--- src/rtl/ripple_counter_ctrl.sv ---
// ---------------------------------------------------------------------------
// ripple_counter_ctrl
//
// Sequencer for an external negative-edge ripple counter (HC4040 class).
// It generates the counter clock and clear pins from the system clock and
// counts a programmable number of edges. The part's Q outputs are read back
// and compared with an internal shadow count after each edge has settled.
// Two modes are supported: one-shot, and auto-reload (periodic divider).
//
// Parameters
//   WIDTH      counter stage count (width of tc_in, q_in, count_out)
//   SETTLE     extra low cycles after each falling edge before q_in is
//              compared (0..15)
//   CLR_CYCLES cycles cnt_clr is held high per clear (1..15)
//
// Ports
//   p10         system clock, rising edge
//   p11         asynchronous active-high reset
//   start       run request, sampled only while idle
//   stop        abort, honoured in any non-idle state
//   auto_reload 1 = periodic, 0 = one-shot (latched on start)
//   tc_in       terminal edge count, 0 = 2^WIDTH edges (latched on start)
//   q_in        counter Q readback, Q1 = bit 0
//   cnt_clk     counter clock pin; the counter advances on 1->0
//   cnt_clr     counter asynchronous clear pin, active high
//   busy        high while clearing or counting
//   done        one-cycle pulse at terminal count
//   err         sticky readback mismatch flag
//   count_out   shadow count of edges issued since the last clear
//
// Every output is a flop loaded from the next-state decode, so the outputs
// have no combinational path from any input.
// ---------------------------------------------------------------------------
module ripple_counter_ctrl #(
    parameter int WIDTH      = 12,
    parameter int SETTLE     = 2,
    parameter int CLR_CYCLES = 1
) (
    input  logic             p10,
    input  logic             p11,
    input  logic             start,
    input  logic             stop,
    input  logic             auto_reload,
    input  logic [WIDTH-1:0] tc_in,
    input  logic [WIDTH-1:0] q_in,
    output logic             cnt_clk,
    output logic             cnt_clr,
    output logic             busy,
    output logic             done,
    output logic             err,
    output logic [WIDTH-1:0] count_out
);

    typedef enum logic [2:0] {
        S_IDLE,
        S_CLEAR,
        S_RUN_LO,
        S_RUN_HI,
        S_DONE,
        S_ERR
    } state_t;

    localparam logic [3:0] CLR_LAST    = 4'(CLR_CYCLES - 1);
    localparam logic [3:0] SETTLE_LAST = 4'(SETTLE);

    state_t           state, state_nx;
    logic [3:0]       cyc, cyc_nx;
    logic [WIDTH-1:0] tc_lat, tc_nx;
    logic             ar_lat, ar_nx;
    logic [WIDTH-1:0] count_nx;
    logic             err_nx;
    logic             clk_nx, clr_nx, busy_nx, done_nx;

    // Next-state, latch and shadow-count logic
    always_comb begin
        state_nx = state;
        cyc_nx   = '0;
        tc_nx    = tc_lat;
        ar_nx    = ar_lat;
        count_nx = count_out;
        err_nx   = err;

        case (state)
            S_IDLE: begin
                if (start) begin
                    tc_nx    = tc_in;
                    ar_nx    = auto_reload;
                    err_nx   = 1'b0;
                    state_nx = S_CLEAR;
                end
            end
            S_CLEAR: begin
                if (cyc == CLR_LAST) begin
                    state_nx = S_RUN_LO;
                end else begin
                    cyc_nx = cyc + 4'd1;
                end
            end
            S_RUN_LO: begin
                // Last low cycle: the ripple has settled, check the readback.
                // A terminal count of 0 is reached when the shadow count wraps.
                if (cyc == SETTLE_LAST) begin
                    if (q_in != count_out) begin
                        state_nx = S_ERR;
                    end else if (count_out == tc_lat) begin
                        state_nx = S_DONE;
                    end else begin
                        state_nx = S_RUN_HI;
                    end
                end else begin
                    cyc_nx = cyc + 4'd1;
                end
            end
            S_RUN_HI: state_nx = S_RUN_LO;
            S_DONE:   state_nx = ar_lat ? S_CLEAR : S_IDLE;
            S_ERR:    state_nx = S_IDLE;
            default:  state_nx = S_IDLE;
        endcase

        // Abort overrides the compare result and the auto-reload decision.
        if (stop && (state == S_CLEAR || state == S_RUN_LO ||
                     state == S_RUN_HI || state == S_DONE)) begin
            state_nx = S_IDLE;
            cyc_nx   = '0;
        end

        // Shadow count tracks the external part: zero while clearing, and
        // one step on every cycle that drives the clock pin low.
        if (state_nx == S_CLEAR && state != S_CLEAR) begin
            count_nx = '0;
        end else if (state_nx == S_RUN_LO && state != S_RUN_LO) begin
            count_nx = count_out + WIDTH'(1);
        end

        if (state_nx == S_ERR) begin
            err_nx = 1'b1;
        end
    end

    // Pin and status decode of the state being entered
    always_comb begin
        clk_nx  = 1'b1;
        clr_nx  = 1'b0;
        busy_nx = 1'b0;
        done_nx = 1'b0;
        case (state_nx)
            S_IDLE:   clr_nx = 1'b1;
            S_CLEAR: begin
                clr_nx  = 1'b1;
                busy_nx = 1'b1;
            end
            S_RUN_LO: begin
                clk_nx  = 1'b0;
                busy_nx = 1'b1;
            end
            S_RUN_HI: busy_nx = 1'b1;
            S_DONE:   done_nx = 1'b1;
            S_ERR:    clr_nx  = 1'b0;
            default:  clr_nx  = 1'b1;
        endcase
    end

    always_ff @(posedge p10 or posedge p11) begin
        if (p11) begin
            state     <= S_IDLE;
            cyc       <= '0;
            tc_lat    <= '0;
            ar_lat    <= 1'b0;
            count_out <= '0;
            err       <= 1'b0;
            cnt_clk   <= 1'b1;
            cnt_clr   <= 1'b1;
            busy      <= 1'b0;
            done      <= 1'b0;
        end else begin
            state     <= state_nx;
            cyc       <= cyc_nx;
            tc_lat    <= tc_nx;
            ar_lat    <= ar_nx;
            count_out <= count_nx;
            err       <= err_nx;
            cnt_clk   <= clk_nx;
            cnt_clr   <= clr_nx;
            busy      <= busy_nx;
            done      <= done_nx;
        end
    end

endmodule

--- config.mk ---
export PLATFORM = sky130hd
export DESIGN_NAME = ripple_counter_ctrl
export DESIGN_NICKNAME = d
export VERILOG_FILES = /design/src/rtl/ripple_counter_ctrl.sv
export SDC_FILE = /design/constraint.sdc
export NUM_CORES = 1
export LEC_CHECK = 0
export CAP_MARGIN = 20
export CORE_AREA = 2 2 82 91
export DETAILED_ROUTE_END_ITERATION = 8
export DIE_AREA = 0 0 84 93
export GPL_TIMING_DRIVEN = 0
export MAX_ROUTING_LAYER = met4
export PLACE_DENSITY = 0.49
export SLEW_MARGIN = 10
export SYNTH_ARGS = -nofsm -noshare
export SYNTH_HDL_FRONTEND = slang
export SYNTH_SLANG_ARGS = --single-unit
--- constraint.sdc ---
create_clock -name p10 -period 2.9 [get_ports p10]
set_input_delay 0.435 -clock p10 [delete_from_list [all_inputs] [get_ports p10]]
set_output_delay 0.435 -clock p10 [all_outputs]
set_load 0.01 [all_outputs]
# [Word level (Yosys, flattened, before mapping)]
# Cells that the tools add are included.
[word_totals] regBits=37 elab_cells=62 in_bits=29
[classes] n_addsub=2 n_eq_ne=14 muxes=21 reduce_logical=15
[ops] op="$mux 12" n=2
[ops] op="$mux 3" n=6
[ops] op="$pmux 3 s5" n=1
[ops] op="$add 12x1->12 const B" n=1
[ops] op="$eq 12x12->1" n=1
[ops] op="$eq 3x2->1 const B" n=4
[ops] op="$mux 4" n=3
[ops] op="$ne 12x12->1" n=1
[ops] op="$eq 3x3->1 const B" n=3
[ops] op="$mux 1" n=8
[ops] op="$pmux 4 s2" n=1
[ops] op="$eq 3x1->1 const B" n=2
[ops] op="$reduce_bool 2->1" n=3
[ops] op="$add 4x1->4 const B" n=1
[ops] op="$eq 4x2->1 const B" n=1
[ops] op="$logic_not 4->1" n=1
[ops] op="$reduce_and 2->1" n=2
[ops] op="$reduce_or 4->1" n=1
[ops] op="$logic_and 1x1->1" n=3
[ops] op="$logic_not 3->1" n=1
[ops] op="$logic_or 1x1->1" n=3
[ops] op="$ne 3x1->1 const B" n=1
[ops] op="$ne 3x2->1 const B" n=1
[ops] op="$reduce_or 3->1" n=1

# [Depth between registers and ports, before layout]
# Gate-level depths: netlist of run 1.
[depth] ltp_word=10 mapped_depth=7 depth_no_buf=7

# [Worst setup path before layout of run 1]
# Ideal clock, no wire load.
[synth_path] kind="register -> register" start="register cyc[0]" end="register done" setup_ps=87 required_ps=2813 path_slack_ps=1108 period_less_slack_ps=1792 path_stages_with_launch=8 arrival_time_ps=1706 path_cell_list="dfrtp_1 -> inv_1 -> ha_1 -> or3b_4 -> a21oi_2 -> nor2_1 -> or3_1 -> a211oi_2"
[synth_between] elab_chain_len=6
[synth_lines] element="from (decl)" line="67" rtl="logic [3:0] cyc, cyc_nx;"
[synth_lines] element="from (signal assigned)" line="177" rtl="cyc <= cyc_nx;"
[synth_lines] element="$eq 4x2->1 / $logic_not 4->1 (equally long branches)" line="102, 93"
[synth_lines] element="$mux 3 (on tied branches)" line="102, 93"
[synth_lines] element="$pmux 3 s5 (*)" line="83" rtl="case (state)"
[synth_lines] element="$mux 3 (*)" line="121" rtl="if (stop && (state == S_CLEAR || state == S_RUN_LO ||"
[synth_lines] element="$eq 3x3->1 (*)" line="146" rtl="case (state_nx)"
[synth_lines] element="$mux 1 (*)" line="146"
[synth_lines] element="named net done_nx" line="72" rtl="logic clk_nx, clr_nx, busy_nx, done_nx;"
[synth_lines] element="to (signal assigned)" line="185" rtl="done <= done_nx;"
[synth_lines] element="to (decl)" line="49" rtl="output logic done,"
# Mark *: on every way through the listed nets, which the timed path passes. The rest lies on a longest branch.
# A chain may end at the register's enable or synchronous reset.

# [Worst setup path in the final report of run 1]
[layout_path] start="input port stop" end="register count_out[11]"
[layout_between] elab_chain_len=5
[layout_lines] element="from (decl)" line="42" rtl="input logic stop,"
[layout_lines] element="$logic_and 1x1->1 (*)" line="121"
[layout_lines] element="$mux 3 (*)" line="121"
[layout_lines] element="$eq 3x1->1 / $eq 3x2->1 (equally long branches)" line="129, 131"
[layout_lines] element="$logic_and 1x1->1 (on tied branches)" line="129, 131"
[layout_lines] element="$mux 12 / $reduce_bool 2->1 (equally long branches)"
[layout_lines] element="to (signal assigned)" line="180" rtl="count_out <= count_nx;"
[layout_lines] element="to (decl)" line="51" rtl="output logic [WIDTH-1:0] count_out"
# Every way passes the cells marked *; elsewhere a longest branch is shown, timed or not.

==> results.cfg, run 1 <==
[yosys]
synth_warnings = 0
syn_area_per_cell_um2 = 10.56
synth_area_leader_cell = dfrtp_1
ys.flop_type = dfrtp_1
syn-num-nets = 230
synth_top_area_share_pct = 42.09
ys_seq_area_share_pct = 44.62
synth_edf_count = 0
synthCells = 197
syn_area_um2 = 2081
synth_cell_types = 47
async_flop_share_pct = 100.0
ys_seq_elements = 37
synth_area_leaders = dfrtp_1 (42%), xor2_1 (11%), mux2_1 (7.0%), nor2_1 (3.1%), dfstp_2 (2.5%)

[run_status]
status = finished clean

[critical_path]
cp-start-kind = input pin
cp_slowest_cell = a21boi_1
endpoint_kind = flip-flop
arrival_ns = 2.13
max_stage_delay_ns = 0.51
crit_type = in2reg
path_cells = clkdlybuf4s50_1 > nand3b_1 > a21boi_1 > nor2_1 > o21ai_1 > o31ai_1
cp.required_ns = 3.05
cp_max_fo = 7

[power]
peakVddDrop_mv = 0.2848
p_comb_share_pct = 36.2
powerDensity_nw_per_um2 = 670.4
power_mw = 1.855
p_sw_share_pct = 34.52
p_sw_mw = 0.6402
share_seq_of_total_power_pct = 41.8
p_clk_share_pct = 22.0
p_leak_nw = 1.197
cell_internal_pwr_mw = 1.214

[clocking]
cts_resized = 0
clock_path_buffers = 2
cts_buffers = 5
cts.sinks = 37
htreeDepth = 2
hold_buffers = 0
cts_setup_buffers = 0
cts_root_buf = clkbuf_8
worstSkewPairLatency_ns = 0.30
clk_pin_slew_ns = 0.08
cts_tree = built

[sta]
worst_slack_ns = 0.9252
drv_slew = 0
slew_headroom_pct = 53.69
period_share_pct = 68.10
hold_viol = 0
clock.fmax_mhz = 506.4
rsz0062_at_grt = false
fin_skew_ns = 0.007966
fin_crit_ns = 1.975
worst_pin_slew_ns = 0.6916
finalSetupTns_ns = 0
setup_viol = 0

[route]
routedWlPerCell_um = 14.84
vias = 1633
drt-vias-per-instance = 4.860
drtAntennaViolNets = 0
dr.pass1.iters = 4
drtIter0Drc = 63
drcViolationCount = 0
postRouteWirelength_um = 4987

[floorplan]
coreArea_um2 = 6927
initial_core_util_pct = 30.04
row_count = 32
io_pins = 46
die_y_um = 93
die_w_um = 84
dieArea_um2 = 7812

[grt]
grt_overflow = 0
grt_usage_pct = 14.03
antenna_found_initial = 0
grt_pass1_vias = 1574
grt_max_degree = 22
grt_pass1_wl_um = 8121

[placement]
hpwl_um = 3817
globalplace.congestion = 0.7472
place_ws_ns = 0.5860
port_buffers = 45

[run]
max-cap-violations = 0

[finish]
syn_to_final_growth_pct = 32.95
diodes = 0
post-route-util_pct = 39.94
num-nets-final = 283
drive_above_1_share_pct = 14.74

[hold_path]
hold_path_class = in2async
-- cells in the mapped netlist, drive strengths merged, types with 3 or more instances --
library cell  instances
buf                  10
mux2                 13
inv                   5
nor4                  6
a21boi                3
xnor2                 4
ha                    4
a31oi                 3
and3                  4
nor3                  3
nand3                 9
nor2                 19
dfrtp                35
a21oi                 3
nand2                11
xor2                 27
o21ai                10
-- power groups by stage --
stage                     logic [mW]  clock network [mW]  registers [mW]
after floorplan                0.443                   0           0.776
after global placement         0.671                   0           0.784
after detailed placement       0.680                   0           0.788
after CTS                      0.683               0.426           0.778
after global routing           0.750               0.438           0.798
final                          0.671               0.408           0.775
-- cells by family (layout without fill, tap and decap cells) --
group	after synthesis	in the layout	share of synthesized area, %
compound gates	31	31	10.10
xor+xnor	31	31	13.41
fa+ha+maj	4	4	2.405
buf+inv	17	71	4.270
flops	37	37	44.62
mux	13	13	7.035
simple gates	64	64	18.16
-- through the flow --
step           cells  instance area, µm²  hold slack [ns]
2_1_floorplan    197                2081           0.4512
3_3_place_gp     327                2638           0.4782
3_5_place_dp     328                2665           0.4833
4_1_cts          336                2766           0.4687
5_1_grt          336                2766           0.4950
6_report         336                2766           0.4542
-- worst max-delay path: cells and delay by family --
| family | cells | cell delay, ns |
|---|---|---|
| compound gates | 3 | 0.78 |
| buf+inv | 1 | 0.46 |
| simple gates | 2 | 0.45 |
-- metal layers --
layer  GRT usage (%)  up-vias  part of all wire [%]
li1                -      787                     -
met1           18.35      796                    47
met2           21.60       44                    48
met3           2.913        6                   3.4
met4           5.242        0                   1.7
met5               -        -                     0
-- cell type report --
cell class / count / area (µm²)
inverters: 5 / 18.77
flip-flops and latches: 37 / 928.4
multi-input cells: 143 / 1064
repair buffers: 46 / 478.0
fillers: 720 / 4160
well taps: 85 / 106.4
plain buffers: 12 / 70.07
clock buffers: 7 / 96.34
clock inverters: 1 / 5.005
-- flip-flops by register name, indices dropped and copies added (netlist names) --
| name | count |
|---|---|
| ar_lat | 1 |
| err | 1 |
| busy | 1 |
| tc_lat | 12 |
| cnt_clk | 1 |
| count_out | 12 |
| cnt_clr | 1 |
| done | 1 |
| cyc | 4 |
| state | 3 |
-- final timing paths --
check | start | endpoint | slack, ns | depth (start not counted)
setup / recovery | stop | count_out[11] | 0.93 | 6
hold / removal | p11 | ar_lat | 0.45 | 2
setup reg to reg | cyc[0] | count_out[10] | 0.95 | 7
hold reg to reg | cyc[0] | cyc[0] | 0.49 | 1
max in group asynchronous | p11 | cnt_clr | 1.90 | 3
min in group p10 | cyc[0] | cyc[0] | 0.49 | 1
-- cell usage in the layout (no fill, tap or decap), drive strengths merged, types with 2 or more instances in the layout --
cell type	n
and3	4
a21oi	3
xnor2	4
nand3b	2
dfstp	2
or3b	2
a21boi	3
or3	2
clkdlybuf4s50	45
nor3	3
a22o	2
nand2	11
clkbuf	9
nor2	19
o22ai	2
inv	5
buf	11
xor2	27
o31ai	2
o21ai	10
nand3	9
a31oi	3
mux2	13
dfrtp	35
nor4	6
ha	4
(Power assumes the default switching activity.)
==> run 2: changes to the inputs <==
- PLACE_DENSITY: 0.49 -> 0.51
- clock period: 2.9 -> 1.7 ns (I/O delays scaled with it)
==> run 2 against run 1 <==
Compared with the run above: the run now ends with negative setup slack left; register-to-register slack got worse by 1.1 ns; global-route usage down 0.18 points; core utilization grew 4.4 points; cell count rose by 5.4%; die area stayed put; routed wire length rose by 2.3%; total power up 82%; worst hold slack got worse by 0.023 ns; clock power increased by 56%; sequential power up 69%; non-clock buffer count up 18.
==> results.cfg, run 2 (same netlist as run 1, synthesis figures left out) <==
[route]
dr.pass1.iters = 4
drcViolationCount = 0
drtAntennaViolNets = 0
routedWlPerCell_um = 14.42
drt-vias-per-instance = 4.771
postRouteWirelength_um = 5103
drtIter0Drc = 110
vias = 1689

[run_status]
status = finished, violations left
violations = negative setup slack

[finish]
reg_top3 = count_out: 12 flops, tc_lat: 12 flops, cyc: 4 flops
design_area_um2 = 3074
final_cell_mix = clkdlybuf4s50_1 (45), dfrtp_1 (33), xor2_1 (25), buf_4 (18), mux2_1 (13)
diodes = 0
nFillCells = 643
final_common_cell = clkdlybuf4s50_1
instances_no_fill = 354
num-nets-final = 301
drive_above_1_share_pct = 30.11
syn_to_final_growth_pct = 47.75

[power]
peakVddDrop_mv = 0.4601
power_mw = 3.370
powerDensity_nw_per_um2 = 1096
p_leak_nw = 1.321

[placement]
port_buffers = 45
hpwl_um = 3633
dpl.cell_count = 327
globalplace.congestion = 0.8503
dpl_cell_area_um2 = 2669

[sta]
finalSetupTns_ns = -0.2050
worst_slack_ns = -0.1091
fin_skew_ns = 0.004747
hold_ws_ns = 0.4307
fin_crit_ns = 1.809
clock.fmax_mhz = 552.8
rsz0062_at_grt = true
hold_viol = 0
drv_slew = 0
period_share_pct = 106.4
worst_pin_slew_ns = 0.7765
slew_headroom_pct = 48.16
setup_viol = 2

[clocking]
cts_buffers = 5
cts_tree = built
cts_root_buf = clkbuf_8
clock_path_buffers = 2
htreeDepth = 2
hold_buffers = 0
cts.sinks = 37
worstSkewPairLatency_ns = 0.29
clk_pin_slew_ns = 0.07

[critical_path]
cp_top_family = simple AND/OR/NAND/NOR gates
cp-start-kind = flip-flop
arrival_ns = 1.98
path_cells = inv_2 > ha_1 > or3b_4 > or3b_1 > buf_6 > o31ai_1 > a21boi_1
reg2reg_slack_ns = -0.11
endpoint_kind = flip-flop
cp.required_ns = 1.87
cp_slowest_cell = dfrtp_1
cp_max_fo = 6
crit_buf_inv = 2
max_stage_delay_ns = 0.40
crit_type = reg2reg
cp-startpoint = cyc[0]
rr_startpoint = cyc[0]

[grt]
grt_max_degree = 38
antenna_found_initial = 0
grt_overflow = 0
grt_pass1_wl_um = 8307
grt_pass1_vias = 1728
grt_usage_pct = 13.85

[floorplan]
row_count = 32
die_y_um = 93
initial_core_util_pct = 30.04
coreArea_um2 = 6927
io_pins = 46
dieArea_um2 = 7812
die_w_um = 84

[hold_path]
hold_path_class = in2async

[run]
max-cap-violations = 0
-- run 2: cell types whose count changed in the layout (fill, tap and decap cells not counted), moves of 4 or more --
cell and change:
buf_2 -4, buf_6 +5, nor2_2 +4, nor2_1 -6, buf_4 +18
-- run 2: cell type report --
type | count | area, µm² | share of cell area [%]
multi-input cells | 143 | 1225 | 39.85
flip-flops and latches | 37 | 930.9 | 30.28
repair buffers | 64 | 596.8 | 19.41
plain buffers | 12 | 106.4 | 3.460
well taps | 85 | 106.4 | 3.460
clock buffers | 8 | 90.09 | 2.930
inverters | 5 | 18.77 | 0.6105
-- run 2: power by group --
part           switching [mW]  internal (mW)  leakage (nW)
sequential              0.163           1.15         0.470
combinational           0.692          0.731         0.805
clock                   0.306          0.331        0.0455
total                    1.16           2.21          1.32
-- run 2: worst paths after layout --
kind	endpoint	cells past startpoint
hold reg to reg	tc_lat[5]	1
max in group asynchronous	count_out[1]	2
setup / recovery	busy	7
hold / removal	ar_lat	2
min in group p10	tc_lat[5]	1
setup reg to reg	busy	7
-- run 2: through the flow --
step           setup slack (ns)  util, %
2_1_floorplan          -0.02117        -
3_3_place_gp            -0.4718    38.53
3_5_place_dp            -0.4212    38.53
4_1_cts                 -0.1211    42.20
5_1_grt                 -0.2506    44.38
6_report                -0.1091    44.38
-- run 2: repair_timing --
item	in CTS	in global routing
resized for setup	18	19
setup endpoints to repair	26	31
pin swaps	5	23
buffers inserted	10	9
-- run 2: layer usage --
layer,share of wire [%],GRT usage (%),vias up
li1,-,-,826
met1,45,16.90,824
met2,51,23.13,33
met3,3.6,3.177,6
met4,1.3,4.032,0
met5,0,-,-
